<file path="src/rtl/fewcore_hazard_pkg.sv">
// fewcore_hazard_pkg: shared types and constants for the fewcore hazard controller.
//   hazard_state_t  sequencer states (RUN / LOAD_STALL / FLUSH / MEM_WAIT)
//   FWD_*           2-bit operand-forwarding select encodings
//   max3            helper used to size the shared stall/flush/wait counter
package fewcore_hazard_pkg;

    typedef enum logic [1:0] {
        RUN        = 2'd0,
        LOAD_STALL = 2'd1,
        FLUSH      = 2'd2,
        MEM_WAIT   = 2'd3
    } hazard_state_t;

    localparam logic [1:0] FWD_REGFILE = 2'b00;
    localparam logic [1:0] FWD_EXMEM   = 2'b01;
    localparam logic [1:0] FWD_MEMWB   = 2'b10;

    function automatic int unsigned max3(input int unsigned a, input int unsigned b,
                                         input int unsigned c);
        int unsigned m;
        m = (a > b) ? a : b;
        return (m > c) ? m : c;
    endfunction

endpackage

</file>
<file path="src/rtl/hazard_controller_if.sv">
// hazard_controller_if: bundle between the fewcore pipeline and its hazard controller.
//   slave  modport: the hazard controller (reads pipeline status, drives control)
//   master modport: the pipeline side (drives status, reads control)
//   Status : id_rs1/id_rs2/id_uses_rs1/id_uses_rs2, ex_rd/ex_reg_write/ex_is_load,
//            mem_rd/mem_reg_write, branch_taken, dmem_req/dmem_ack
//   Control: pc_stall, if_id_stall, id_ex_bubble, if_id_flush, pipe_freeze,
//            fwd_rs1/fwd_rs2, mem_error
interface hazard_controller_if;

    logic [4:0] id_rs1;
    logic [4:0] id_rs2;
    logic       id_uses_rs1;
    logic       id_uses_rs2;
    logic [4:0] ex_rd;
    logic       ex_reg_write;
    logic       ex_is_load;
    logic [4:0] mem_rd;
    logic       mem_reg_write;
    logic       branch_taken;
    logic       dmem_req;
    logic       dmem_ack;

    logic       pc_stall;
    logic       if_id_stall;
    logic       id_ex_bubble;
    logic       if_id_flush;
    logic       pipe_freeze;
    logic [1:0] fwd_rs1;
    logic [1:0] fwd_rs2;
    logic       mem_error;

    modport slave (
        input  id_rs1, id_rs2, id_uses_rs1, id_uses_rs2,
        input  ex_rd, ex_reg_write, ex_is_load,
        input  mem_rd, mem_reg_write,
        input  branch_taken, dmem_req, dmem_ack,
        output pc_stall, if_id_stall, id_ex_bubble, if_id_flush, pipe_freeze,
        output fwd_rs1, fwd_rs2, mem_error
    );

    modport master (
        output id_rs1, id_rs2, id_uses_rs1, id_uses_rs2,
        output ex_rd, ex_reg_write, ex_is_load,
        output mem_rd, mem_reg_write,
        output branch_taken, dmem_req, dmem_ack,
        input  pc_stall, if_id_stall, id_ex_bubble, if_id_flush, pipe_freeze,
        input  fwd_rs1, fwd_rs2, mem_error
    );

endinterface

</file>
<file path="src/rtl/fwd_select.sv">
// fwd_select: forwarding source for one ALU operand (purely combinational).
//   rs                           source register of the operand
//   ex_rd/ex_reg_write           destination of the instruction one stage ahead
//   mem_rd/mem_reg_write         destination of the instruction two stages ahead
//   sel                          FWD_EXMEM, else FWD_MEMWB, else FWD_REGFILE
// The younger (EX) result wins when both stages match; x0 is never forwarded.
module fwd_select
    import fewcore_hazard_pkg::*;
(
    input  logic [4:0] rs,
    input  logic [4:0] ex_rd,
    input  logic       ex_reg_write,
    input  logic [4:0] mem_rd,
    input  logic       mem_reg_write,
    output logic [1:0] sel
);

    always_comb begin
        sel = FWD_REGFILE;
        if (ex_reg_write && (ex_rd != '0) && (ex_rd == rs)) begin
            sel = FWD_EXMEM;
        end else if (mem_reg_write && (mem_rd != '0) && (mem_rd == rs)) begin
            sel = FWD_MEMWB;
        end
    end

endmodule

</file>
<file path="src/rtl/hazard_controller.sv">
// hazard_controller: pipeline sequencer for the fewcore 5-stage integer pipeline.
//   clk    single clock, rising edge
//   reset  synchronous, active-high; gates every output to 0 while asserted
//   hz     slave side of hazard_controller_if (pipeline status in, stall/flush/
//          freeze/forwarding controls and sticky mem_error out)
// Outputs are Mealy: decoded from the current state and current inputs.
// Priority in RUN: memory wait > taken branch > load-use.
module hazard_controller
    import fewcore_hazard_pkg::*;
#(
    parameter int unsigned LOAD_STALL_CYCLES = 1,
    parameter int unsigned BRANCH_PENALTY    = 2,
    parameter int unsigned MEM_TIMEOUT       = 255
) (
    input  logic                clk,
    input  logic                reset,
    hazard_controller_if.slave  hz
);

    localparam int unsigned CW = $clog2(max3(LOAD_STALL_CYCLES, BRANCH_PENALTY, MEM_TIMEOUT) + 1);
    typedef logic [CW-1:0] cnt_t;

    localparam cnt_t LS_LAST  = cnt_t'(LOAD_STALL_CYCLES - 1);
    localparam cnt_t BR_LAST  = cnt_t'(BRANCH_PENALTY - 1);
    localparam cnt_t TIMEOUT  = cnt_t'(MEM_TIMEOUT);
    localparam cnt_t CNT_MAX  = '1;
    localparam cnt_t CNT_ONE  = cnt_t'(1);

    hazard_state_t state, state_n;
    cnt_t          cnt, cnt_n;
    logic          mem_error_q, mem_error_n;

    logic mem_wait, load_use;
    logic stall_c, bubble_c, flush_c, freeze_c;
    logic [1:0] sel_rs1, sel_rs2;

    assign mem_wait = hz.dmem_req & ~hz.dmem_ack;
    assign load_use = hz.ex_is_load & hz.ex_reg_write & (hz.ex_rd != '0) &
                      ((hz.id_uses_rs1 & (hz.id_rs1 == hz.ex_rd)) |
                       (hz.id_uses_rs2 & (hz.id_rs2 == hz.ex_rd)));

    always_comb begin
        state_n     = state;
        cnt_n       = cnt;
        mem_error_n = mem_error_q;
        stall_c     = 1'b0;
        bubble_c    = 1'b0;
        flush_c     = 1'b0;
        freeze_c    = 1'b0;
        unique case (state)
            RUN: begin
                if (mem_wait) begin
                    freeze_c = 1'b1;
                    stall_c  = 1'b1;
                    state_n  = MEM_WAIT;
                    cnt_n    = CNT_ONE;
                end else if (hz.branch_taken) begin
                    // a simultaneous load-use is dropped: its instruction is being killed
                    flush_c  = 1'b1;
                    bubble_c = 1'b1;
                    if (BRANCH_PENALTY > 1) begin
                        state_n = FLUSH;
                        cnt_n   = CNT_ONE;
                    end
                end else if (load_use) begin
                    stall_c  = 1'b1;
                    bubble_c = 1'b1;
                    if (LOAD_STALL_CYCLES > 1) begin
                        state_n = LOAD_STALL;
                        cnt_n   = CNT_ONE;
                    end
                end
            end
            LOAD_STALL, FLUSH: begin
                if (mem_wait) begin
                    freeze_c = 1'b1;
                    stall_c  = 1'b1;
                    state_n  = MEM_WAIT;
                    cnt_n    = CNT_ONE;
                end else begin
                    bubble_c = 1'b1;
                    if (state == LOAD_STALL) stall_c = 1'b1;
                    else                     flush_c = 1'b1;
                    if (cnt == ((state == LOAD_STALL) ? LS_LAST : BR_LAST)) begin
                        state_n = RUN;
                        cnt_n   = '0;
                    end else begin
                        cnt_n = cnt + CNT_ONE;
                    end
                end
            end
            MEM_WAIT: begin
                if (hz.dmem_ack) begin
                    state_n = RUN;
                    cnt_n   = '0;
                end else begin
                    freeze_c = 1'b1;
                    stall_c  = 1'b1;
                    if (cnt != CNT_MAX) cnt_n = cnt + CNT_ONE;
                end
            end
            default: begin
                state_n = RUN;
                cnt_n   = '0;
            end
        endcase
        // error is raised on the same edge that brings the wait count to the limit
        if ((state_n == MEM_WAIT) && (cnt_n >= TIMEOUT)) mem_error_n = 1'b1;
    end

    always_ff @(posedge clk) begin
        if (reset) begin
            state       <= RUN;
            cnt         <= '0;
            mem_error_q <= 1'b0;
        end else begin
            state       <= state_n;
            cnt         <= cnt_n;
            mem_error_q <= mem_error_n;
        end
    end

    fwd_select u_fwd_rs1 (
        .rs            (hz.id_rs1),
        .ex_rd         (hz.ex_rd),
        .ex_reg_write  (hz.ex_reg_write),
        .mem_rd        (hz.mem_rd),
        .mem_reg_write (hz.mem_reg_write),
        .sel           (sel_rs1)
    );

    fwd_select u_fwd_rs2 (
        .rs            (hz.id_rs2),
        .ex_rd         (hz.ex_rd),
        .ex_reg_write  (hz.ex_reg_write),
        .mem_rd        (hz.mem_rd),
        .mem_reg_write (hz.mem_reg_write),
        .sel           (sel_rs2)
    );

    assign hz.pc_stall     = stall_c  & ~reset;
    assign hz.if_id_stall  = stall_c  & ~reset;
    assign hz.id_ex_bubble = bubble_c & ~reset;
    assign hz.if_id_flush  = flush_c  & ~reset;
    assign hz.pipe_freeze  = freeze_c & ~reset;
    assign hz.fwd_rs1      = (reset | freeze_c) ? FWD_REGFILE : sel_rs1;
    assign hz.fwd_rs2      = (reset | freeze_c) ? FWD_REGFILE : sel_rs2;
    assign hz.mem_error    = mem_error_q & ~reset;

endmodule

</file>
<file path="src/flat_wrapper.sv">
// flat-port wrapper written by rule: the top's interface ports become plain ports
module hazard_controller_flat import fewcore_hazard_pkg::*;
#(
    parameter int unsigned LOAD_STALL_CYCLES = 1,
    parameter int unsigned BRANCH_PENALTY    = 2,
    parameter int unsigned MEM_TIMEOUT       = 255
)
  (clk, reset, hz_id_rs1, hz_id_rs2, hz_id_uses_rs1, hz_id_uses_rs2, hz_ex_rd, hz_ex_reg_write, hz_ex_is_load, hz_mem_rd, hz_mem_reg_write, hz_branch_taken, hz_dmem_req, hz_dmem_ack, hz_pc_stall, hz_if_id_stall, hz_id_ex_bubble, hz_if_id_flush, hz_pipe_freeze, hz_fwd_rs1, hz_fwd_rs2, hz_mem_error);
  hazard_controller_if hz_i ();
  input  logic clk;
  input  logic reset;
  input wire logic [$bits(hz_i.id_rs1)-1:0] hz_id_rs1;
  input wire logic [$bits(hz_i.id_rs2)-1:0] hz_id_rs2;
  input wire logic [$bits(hz_i.id_uses_rs1)-1:0] hz_id_uses_rs1;
  input wire logic [$bits(hz_i.id_uses_rs2)-1:0] hz_id_uses_rs2;
  input wire logic [$bits(hz_i.ex_rd)-1:0] hz_ex_rd;
  input wire logic [$bits(hz_i.ex_reg_write)-1:0] hz_ex_reg_write;
  input wire logic [$bits(hz_i.ex_is_load)-1:0] hz_ex_is_load;
  input wire logic [$bits(hz_i.mem_rd)-1:0] hz_mem_rd;
  input wire logic [$bits(hz_i.mem_reg_write)-1:0] hz_mem_reg_write;
  input wire logic [$bits(hz_i.branch_taken)-1:0] hz_branch_taken;
  input wire logic [$bits(hz_i.dmem_req)-1:0] hz_dmem_req;
  input wire logic [$bits(hz_i.dmem_ack)-1:0] hz_dmem_ack;
  output wire logic [$bits(hz_i.pc_stall)-1:0] hz_pc_stall;
  output wire logic [$bits(hz_i.if_id_stall)-1:0] hz_if_id_stall;
  output wire logic [$bits(hz_i.id_ex_bubble)-1:0] hz_id_ex_bubble;
  output wire logic [$bits(hz_i.if_id_flush)-1:0] hz_if_id_flush;
  output wire logic [$bits(hz_i.pipe_freeze)-1:0] hz_pipe_freeze;
  output wire logic [$bits(hz_i.fwd_rs1)-1:0] hz_fwd_rs1;
  output wire logic [$bits(hz_i.fwd_rs2)-1:0] hz_fwd_rs2;
  output wire logic [$bits(hz_i.mem_error)-1:0] hz_mem_error;
  assign hz_i.id_rs1 = hz_id_rs1;
  assign hz_i.id_rs2 = hz_id_rs2;
  assign hz_i.id_uses_rs1 = hz_id_uses_rs1;
  assign hz_i.id_uses_rs2 = hz_id_uses_rs2;
  assign hz_i.ex_rd = hz_ex_rd;
  assign hz_i.ex_reg_write = hz_ex_reg_write;
  assign hz_i.ex_is_load = hz_ex_is_load;
  assign hz_i.mem_rd = hz_mem_rd;
  assign hz_i.mem_reg_write = hz_mem_reg_write;
  assign hz_i.branch_taken = hz_branch_taken;
  assign hz_i.dmem_req = hz_dmem_req;
  assign hz_i.dmem_ack = hz_dmem_ack;
  assign hz_pc_stall = hz_i.pc_stall;
  assign hz_if_id_stall = hz_i.if_id_stall;
  assign hz_id_ex_bubble = hz_i.id_ex_bubble;
  assign hz_if_id_flush = hz_i.if_id_flush;
  assign hz_pipe_freeze = hz_i.pipe_freeze;
  assign hz_fwd_rs1 = hz_i.fwd_rs1;
  assign hz_fwd_rs2 = hz_i.fwd_rs2;
  assign hz_mem_error = hz_i.mem_error;
  hazard_controller #(.LOAD_STALL_CYCLES(LOAD_STALL_CYCLES), .BRANCH_PENALTY(BRANCH_PENALTY), .MEM_TIMEOUT(MEM_TIMEOUT)) u_core (.clk(clk), .reset(reset), .hz(hz_i));
endmodule
</file>
<file path="config.mk">
export PLATFORM = sky130hd
export DESIGN_NAME = hazard_controller_flat
export DESIGN_NICKNAME = d
export VERILOG_FILES = /design/src/rtl/fewcore_hazard_pkg.sv /design/src/rtl/hazard_controller_if.sv /design/src/rtl/fwd_select.sv /design/src/rtl/hazard_controller.sv /design/src/flat_wrapper.sv
export SDC_FILE = /design/constraint.sdc
export NUM_CORES = 1
export LEC_CHECK = 0
export CAP_MARGIN = 20
export CELL_PAD_IN_SITES_DETAIL_PLACEMENT = 1
export CELL_PAD_IN_SITES_GLOBAL_PLACEMENT = 1
export CORE_UTILIZATION = 40
export CTS_BUF_LIST = sky130_fd_sc_hd__clkbuf_16
export DETAILED_ROUTE_END_ITERATION = 16
export DONT_BUFFER_PORTS = 1
export PLACE_DENSITY_LB_ADDON = 0.1
export SLEW_MARGIN = 20
export SYNTH_ARGS = -nofsm -noshare
export SYNTH_HDL_FRONTEND = slang
export SYNTH_SLANG_ARGS = --single-unit
</file>
<file path="constraint.sdc">
create_clock -name clk -period 4.4 [get_ports clk]
set_clock_uncertainty 0.2 [all_clocks]
set_input_delay 0.66 -clock clk [delete_from_list [all_inputs] [get_ports clk]]
set_output_delay 0.66 -clock clk [all_outputs]
set_load 0.02 [all_outputs]
</file>
-- After elaboration in Yosys (flattened, before gate mapping)
Cells that the tools add are included.
- bitwise operators: 15
- divide/modulo/power cells: 0
- shift-type cells: 0
- muxes and demuxes: 38
- equality and inequality tests: 12
- reductions and logical operators: 12
- $add $sub $neg: 1
- $lt $le $gt $ge: 1
- multipliers: 0
- operators by type and width (kind ; number):
    8-bit 2-to-1 mux ; 6
    5-bit equality test ; 6
    8-bit case mux with 3 select lines ; 1
    2-bit 2-to-1 mux ; 11
    1-bit 2-to-1 mux ; 15
    1-bit AND ; 11
    5-bit nonzero test ; 2
    8-bit by 1-bit adder with 8-bit output, second input constant ; 1
    8-bit equality test ; 1
    8-bit >= comparator, second input constant ; 1
    8-bit != test, second input constant ; 1
    1-bit logical AND ; 7
    2-bit equality test, second input constant ; 3
    1-bit case mux with 2 select lines ; 3
    2-bit case mux with 3 select lines ; 1
    1-bit case mux with 3 select lines ; 1
    3-bit OR reduction ; 1
    2-bit by 1-bit equality test with 1-bit output, second input constant ; 1
    2-bit logical NOT ; 1
    1-bit NOT ; 2
    1-bit OR ; 2
    2-bit OR reduction ; 1
- input bits: 30
- memory bits (writable): 0
- bits in read-only memories: 0
- flip-flop bits (word level): 11
- word-level logic and storage cells: 82
- memories: 0
- output and inout bits: 10
- bits in latches: 0

-- Logic depth before layout (Yosys ltp)
Gate-level depths: netlist of run 1.
- depth after elaboration: 9
- mapped depth: 9
- gate-level depth less buffers: 8

-- Modules after synthesis
A second synthesis of run 1 with hierarchy kept.
- cell total of the unflattened synthesis: 198
- area total of the unflattened synthesis: 1502.7 um2
- modules (own cells, without submodules) (module ; area each (um2) ; instances ; cells each ; sequential area each (um2)):
    hazard_controller ; 1199.9 ; 1 ; 158 ; 220.2
    fwd_select ; 151.4 ; 2 ; 20 ; 0.0

-- Least setup slack after synthesis of run 1
OpenSTA, ideal clock, no wires.
- path kind: input -> output
- from: input hz_ex_rd[1]
- to: output hz_pc_stall
- data arrival time: 2251 ps
- slack: 1289 ps
- stages: 7
- cells stage by stage: or4_1 > o21ai_1 > nor4_1 > a22o_1 > a32oi_1 > o22ai_1 > buf_4
- word-level cells in the longest chain between the ends: 9
- RTL lines (what ; RTL line ; RTL):
    start, declared ; flat_wrapper.sv:16 ; input wire logic [$bits(hz_i.ex_rd)-1:0] hz_ex_rd;
    5-bit equality test, on equally long branches ; hazard_controller.sv:39, hazard_controller.sv:40 ;
    1-bit AND, on equally long branches ; hazard_controller.sv:39, hazard_controller.sv:40 ;
    1-bit OR ; hazard_controller.sv:39 ; ((hz.id_uses_rs1 & (hz.id_rs1 == hz.ex_rd)) |
    1-bit AND (*) ; hazard_controller.sv:38 ; assign load_use = hz.ex_is_load & hz.ex_reg_write & (hz.ex_rd != '0) &
    1-bit 2-to-1 mux (*) ; hazard_controller.sv:65 ; end else if (load_use) begin
    1-bit 2-to-1 mux (*) ; hazard_controller.sv:57 ; end else if (hz.branch_taken) begin
    1-bit 2-to-1 mux (*) ; hazard_controller.sv:52 ; if (mem_wait) begin
    1-bit case mux with 3 select lines (*) ; hazard_controller.sv:50 ; unique case (state)
    1-bit AND (*) ; - ;
    end, declared ; flat_wrapper.sv:24 ; output wire logic [$bits(hz_i.pc_stall)-1:0] hz_pc_stall;
Mark *: on every way between the ends. The rest lies on a longest branch, timed or not.

-- Final worst setup path of run 1
- from: input hz_ex_rd[4]
- to: output hz_if_id_stall
- word-level cells in the longest chain between the ends: 9
- RTL lines (what ; RTL line ; RTL):
    5-bit equality test, on equally long branches ; hazard_controller.sv:39, hazard_controller.sv:40 ;
    1-bit AND, on equally long branches ; hazard_controller.sv:39, hazard_controller.sv:40 ;
    1-bit OR ; hazard_controller.sv:39 ;
    1-bit AND (*) ; hazard_controller.sv:38 ;
    1-bit 2-to-1 mux (*) ; hazard_controller.sv:65 ;
    1-bit 2-to-1 mux (*) ; hazard_controller.sv:57 ;
    1-bit 2-to-1 mux (*) ; hazard_controller.sv:52 ;
    1-bit case mux with 3 select lines (*) ; hazard_controller.sv:50 ;
    1-bit AND (*) ; hazard_controller.sv:142 ; assign hz.if_id_stall = stall_c & ~reset;
    end, declared ; flat_wrapper.sv:25 ; output wire logic [$bits(hz_i.if_id_stall)-1:0] hz_if_id_stall;
Marks and branches as above.

==> metrics, run 1 <==
status=finished, final reports clean; share of cells above drive strength 1=approximately 13%; Rows=20; Core Region=~3000 sq um; Post-synth EDFFs=0; post-synthesis sequential area ratio=between 15 and 20%; Max Fanout on Critical Path=3; Max-Cap Viols=0; Avg Cell Area, Syn=slightly below 8 sq um; Netlist cell types=55; Root Buffer Master=clkbuf_16; register bit count reported by yosys=11; Pre-Repair DR Iteration Count=4; Post-Syn Area=approximately 1300 sq um; post-detailed-routing wire length=3470 um; post-synth top area cell=dfxtp_1; Mapped Nets=198; pwr/cell area=275 nW/um^2; Final period util=74.0%; buffers added on ports=0; Worst-path clk slew=0.04 ns; Die X-Extent=between 50 and 60 um; vias post-DR=about 1200; endpoints failing hold=0; critical path endpoint category=primary output; Worst EP arrival=around 2.4 ns; critical-path cell list=xnor2_1 > nand3_1 > nor4_1 > a22o_1 > a32oi_1 > o22ai_1; worst setup margin=between 1 and 1.5 ns; worst hold path type=in2reg; DR DRC count=0; fmax=between 300 and 400 MHz; buffer depth of the longest clock path=2; Setup WS pre-CTS=1.13 ns; largest net degree at the start of global routing=16; Yosys top cell area share=16.9%; CP top delay family=compound AO/OA/AOI/OAI gates; worst slew pin tran=around 0.85 ns; Post-synth ARST share=0%; grt total ovfl=0; unrepaired setup endpoints after global routing=no; HPWL Detailed=around 2800 um; area grow syn2layout=6.54%; hold buffers post-CTS=0; Crit path largest cell delay=0.68 ns; drt wl/cell=approximately 17 um; final antenna-violating net count=0; Req. time, crit path=3.54 ns; Slew Viols, Final=0; largest cells by area after synthesis=dfxtp_1 (17%), xor2_1 (7.4%), xnor2_1 (6.7%), nor2_1 (6.1%), ha_1 (3.8%); first-pass GRT wire length=5940 um; H-tree levels=1; final worst path period need=~3.3 ns; Mapped Cells=between 150 and 200; Final Wtd Congestion=between 0.7 and 0.8; Setup CP Type=in2out; Syn. warnings=0; buffers and inverters on the worst path=0; io pins=40; All-Layer GR Usage=about 22%; Peak VDD IR=roughly 230 uV; Die H=between 50 and 60 um; Top FF cell, synth=dfxtp_1; crit start category=primary input; initial core utilization=between 40% and 50%; # resized after CTS=0; Clock Latency Late Sink=0.24 ns; final setup fails=0; CTS Buf Count=3; Slew HR=around 44%; 1st-iter DRT viols=40; initial antenna violation count=0; CTS tree=done; vias in the first global route=between 1000 and 1500; CP max stage cell=o22ai_1; nets=197; Ant. Diodes=0; DIE AREA=about 3500 sq um; clock sink count=11; vias per cell=roughly 5.8; Setup Fix Bufs, Post-CTS=0; Leak=approximately 0.0005 uW; setup TNS=0 ns
==> placed cells by master, fill, tap and decap left out, types with 2 or more instances in the layout <==
cell type,count
o311ai_1,2
or4_1,2
and2_1,3
nand3_1,5
a21oi_1,8
and3_1,2
ha_1,4
nor3_1,6
clkbuf_16,3
xnor2_1,10
nor4_1,3
or2_2,2
xor2_1,11
o22ai_1,5
nor2b_1,6
dfxtp_1,11
nor2_1,21
nand3_4,2
o21ai_1,2
a211oi_1,2
inv_1,6
nor3b_1,2
nand2_1,13
==> synthesized netlist by cell type (all sizes together), types with 3 or more instances <==
library cell	number
a211oi	4
a21oi	8
and2	4
and3	3
buf	6
dfxtp	11
ha	4
inv	5
nand2	13
nand3	7
nor2	21
nor2b	6
nor3	8
nor4	4
o21ai	3
o22ai	5
xnor2	10
xor2	11
==> worst paths after layout <==
path / cells after the start / to / start / slack, ns
max reg2reg: 8 / u_core.mem_error_q$_SDFFE_PP0P_ / u_core.state[0]$_SDFF_PP0_ / 1.56
min: 1 / u_core.cnt[7]$_SDFF_PP0_ / reset / 0.29
max: 6 / hz_if_id_stall / hz_ex_rd[4] / 1.15
min reg2reg: 2 / u_core.state[1]$_SDFF_PP0_ / u_core.state[1]$_SDFF_PP0_ / 0.35
==> metrics by stage <==
| stage | power [uW] | hold slack (ns) | cell area [sq um] | util, % | std cells |
|---|---|---|---|---|---|
| 2_1_floorplan | 203 | 0.301 | 1300 | - | 164 |
| 3_3_place_gp | 215 | 0.344 | 1310 | 42.5 | 202 |
| 3_5_place_dp | 218 | 0.341 | 1310 | 42.5 | 202 |
| 4_1_cts | 387 | 0.281 | 1390 | 45.0 | 206 |
| 5_1_grt | 404 | 0.283 | 1390 | 45.0 | 206 |
| 6_report | 382 | 0.288 | 1390 | 45.0 | 206 |
==> sequential cells by signal (all words and copies together), names as in the netlist <==
signal              cells
u_core.state            2
u_core.cnt              8
u_core.mem_error_q      1
==> worst reg2reg max path, delay by kind of cell, from the launching register on <==
family / cells / cell delay [ns]
AO/OA/AOI/OAI: 4 / 1.29
flip-flops: 1 / 0.39
adder cells (fa/ha/maj): 1 / 0.51
AND/OR/NAND/NOR: 2 / 0.32
buffers and inverters: 1 / 0.07
==> logic make-up after synthesis <==
kind of cell               synth area share (%)
xor gates and xnor gates                   14.1
buffers and inverters                      5.77
AOI/OAI and AO/OA                          21.6
adders and majority gates                  3.85
muxes                                     0.769
DFF                                        16.9
and+or+nand+nor                            36.9
==> final cells by class <==
class / count / area [sq um]
flip-flops and latches: 11 / 220
clock inverters: 1 / 3.75
repair buffers: 1 / 7.51
inverters: 5 / 18.8
fillers: 395 / 1690
clock buffers: 3 / 75.1
multi-input cells: 141 / 1010
well taps: 44 / 55.1
==> layer usage <==
metal  vias to the layer above  part of all wire (%)  global-route usage (%)
met1                       569                    45                    27.5
met4                         0                  0.61                    4.08
met2                        40                    49                    40.7
met3                         2                   5.7                    3.93
li1                        592                     -                       -
met5                         -                     0                       0
==> where the power goes <==
| group | switching, uW | leakage, uW | internal (uW) |
|---|---|---|---|
| Sequential | 5.61 | 0.0000893 | 104 |
| Clock | 45.9 | 0.0000423 | 119 |
| Combinational | 64.5 | 0.000371 | 42.1 |
| Total | 116 | 0.000502 | 266 |
Power figures use the tool's default switching activity.
==> inputs of run 2 (changes only) <==
--- a/config.mk
+++ b/config.mk
@@ -5,6 +5,7 @@
 export SDC_FILE = /design/constraint.sdc
 export NUM_CORES = 1
 export LEC_CHECK = 0
+export ABC_AREA = 1
 export CAP_MARGIN = 20
 export CELL_PAD_IN_SITES_DETAIL_PLACEMENT = 1
 export CELL_PAD_IN_SITES_GLOBAL_PLACEMENT = 1
==> constraint.sdc (replaced) <==
create_clock -name clk -period 3.1 [get_ports clk]
set_clock_uncertainty 0.2 [all_clocks]
set_input_delay 0.465 -clock clk [delete_from_list [all_inputs] [get_ports clk]]
set_output_delay 0.465 -clock clk [all_outputs]
set_load 0.02 [all_outputs]
==> metrics, run 2 <==
status=finished, final reports clean; Mapped Nets=266 (+34%); Setup Fix Bufs, Post-CTS=0 (unchanged); Worst EP arrival=1.85 ns (-0.54 ns); endpoints failing hold=0 (unchanged); Req. time, crit path=2.43 ns (-1.11 ns); Max-Cap Viols=0 (unchanged); Worst-path clk slew=0.05 ns (about the same); Avg Cell Area, Syn=5.85 sq um (-26%); Netlist cell types=28 (-49%); Final Wtd Congestion=0.873 (+9.7%); largest cells by area after synthesis=dfxtp_1 (16%), nand2_1 (15%), nand3_1 (8.8%), xnor2_1 (8.4%), nor2_1 (7.5%); Post-Syn Area=1360 sq um (+4.3%); Root Buffer Master=clkbuf_16; Post-synth ARST share=0% (unchanged); Die H=60.3 um (+2.1%); Leak=0.000704 uW (+40%); # resized after CTS=0 (unchanged); Peak VDD IR=289 uV (+26%); setup TNS=0 ns (unchanged); nets=268 (+36%); crit start category=register; DR DRC count=0 (unchanged); CTS tree=done; Final period util=81.1%; Ant. Diodes=0 (unchanged); drt wl/cell=15.1 um (-10%); post-layout util=47.2% (+2.2 points); initial core utilization=43.4% (+1.1 points); critical path endpoint category=primary output; DIE AREA=3630 sq um (+4.2%); Cells after DPL=273 (+35%); most frequent cell after synthesis=nand2_1; grt total ovfl=0 (unchanged); initial antenna violation count=0 (unchanged); buffer depth of the longest clock path=2 (unchanged); clock sink count=11 (unchanged); biggest regs=u_core.cnt (8), u_core.state (2), u_core.mem_error_q (1); commonest non-fill, non-tap cell in the layout=nand2_1; Syn. warnings=0 (unchanged); Post-synth EDFFs=0 (unchanged); Post-synth top cells=nand2_1 (56), nor2_1 (27), inv_1 (25); H-tree levels=1 (unchanged); area grow syn2layout=8.85%; Top FF cell, synth=dfxtp_1; Setup CP Type=reg2out; 1st-iter DRT viols=68 (+70%); CTS Buf Count=3 (unchanged); unrepaired setup endpoints after global routing=no; post-synthesis sequential area ratio=16.2% (-0.70 points); final antenna-violating net count=0 (unchanged); post-detailed-routing wire length=4180 um (+21%); vias post-DR=1470 (+22%); worst hold path type=in2reg; first-pass GRT wire length=7100 um (+20%); Slew Viols, Final=0 (unchanged); Clock Latency Late Sink=0.24 ns (about the same); io pins=40 (unchanged); Core Region=3130 sq um (+1.6%); largest net degree at the start of global routing=15 (-1); post-route insts no fill=277 (+34%); vias per cell=5.31 (-9.1%); Mapped Cells=232 (+41%); Yosys top cell area share=16.2% (-0.70 points); most frequent cells in the layout=nand2_1 (56), nor2_1 (27), inv_1 (26), nand3_1 (24), a21oi_1 (17); share of cells above drive strength 1=11.2% (-1.8 points); Rows=20 (unchanged); Slew HR=58.3% (+14 points); Pre-Repair DR Iteration Count=4 (unchanged); All-Layer GR Usage=26.4% (+4.0 points); Reg2Reg Setup Slack=0.97 ns (-0.59 ns); final setup fails=0 (unchanged); Max Fanout on Critical Path=7 (+4); max FFs per register=8 (unchanged); post-synth top area cell=dfxtp_1; buffers added on ports=0 (unchanged); vias in the first global route=1519 (+16%); register bit count reported by yosys=11 (unchanged); fmax=slightly below 400 MHz; worst slew pin tran=0.620 ns (-0.232 ns); Die X-Extent=60.3 um (+2.1%); Top reg by flops=u_core.cnt; hold buffers post-CTS=0 (unchanged); final worst path period need=about 2.5 ns; HPWL Detailed=3350 um (+20%); pwr/cell area=397 nW/um^2 (+44%)
==> run 2: cell types whose count changed after synthesis, sizes merged, moves of 3 or more <==
cell,change
a211oi,-4
xor2,-4
xnor2,+3
and3,-3
nor2,+9
nand2,+48
and2,-4
a21oi,+11
nand3,+19
nand4,+4
o22ai,-4
inv,+27
nor2b,-6
==> run 2: metrics by stage <==
stage	instance area (sq um)	setup slack [ns]	total power (uW)	hold WS (ns)
final	1480	0.587	587	0.0936
after global routing	1480	0.402	625	0.0815
after CTS	1480	0.592	590	0.0887
after detailed placement	1400	0.849	348	0.263
after global placement	1400	0.886	344	0.239
after floorplan	1360	0.719	315	0.221
==> run 2: final timing paths <==
check	from	end	cells after the start
max	u_core.state[0]$_SDFF_PP0_	hz_fwd_rs1[1]	7
max reg2reg	u_core.state[1]$_SDFF_PP0_	u_core.mem_error_q$_SDFFE_PP0P_	10
min	reset	u_core.cnt[3]$_SDFF_PP0_	1
min reg2reg	u_core.mem_error_q$_SDFFE_PP0P_	u_core.mem_error_q$_SDFFE_PP0P_	2
==> run 2: power breakdown <==
| part | total, uW | switching, uW | internal, uW |
|---|---|---|---|
| sequential | 158 | 9.41 | 149 |
| combinational | 189 | 122 | 67.7 |
| clock | 239 | 69.1 | 170 |
==> run 2: kinds of logic (layout without fill, tap and decap cells) <==
family | Yosys count | count (layout) | share of synthesized area [%]
adders and majority gates | 4 | 4 | 3.69
xor gates and xnor gates | 20 | 20 | 12.9
and+or+nand+nor | 133 | 133 | 45.3
DFF | 11 | 11 | 16.2
AOI/OAI and AO/OA | 26 | 26 | 10.4
buffers and inverters | 38 | 39 | 11.5
==> run 2: routing by layer <==
layer	track usage (%)	part of all wire [%]
met5	0	0
met4	3.99	0.22
met3	4.33	4.0
met2	49.0	52
met1	31.7	43
==> run 2: cell type report <==
type                    instances  area (sq um)
fillers                       461          1650
flip-flops and latches         11           220
clock inverters                 1          3.75
repair buffers                  3          22.5
clock buffers                   3          75.1
inverters                      32           120
multi-input cells             183           981
well taps                      44          55.1
==> run 2: worst max-delay path, cell delays in order (launching register included) <==
cell	delay [ns]
dfxtp_1	0.32
ha_1	0.23
nand2_2	0.20
nand2_1	0.10
nor2_1	0.13
nand3_1	0.11
nor4_1	0.31
buf_4	0.20
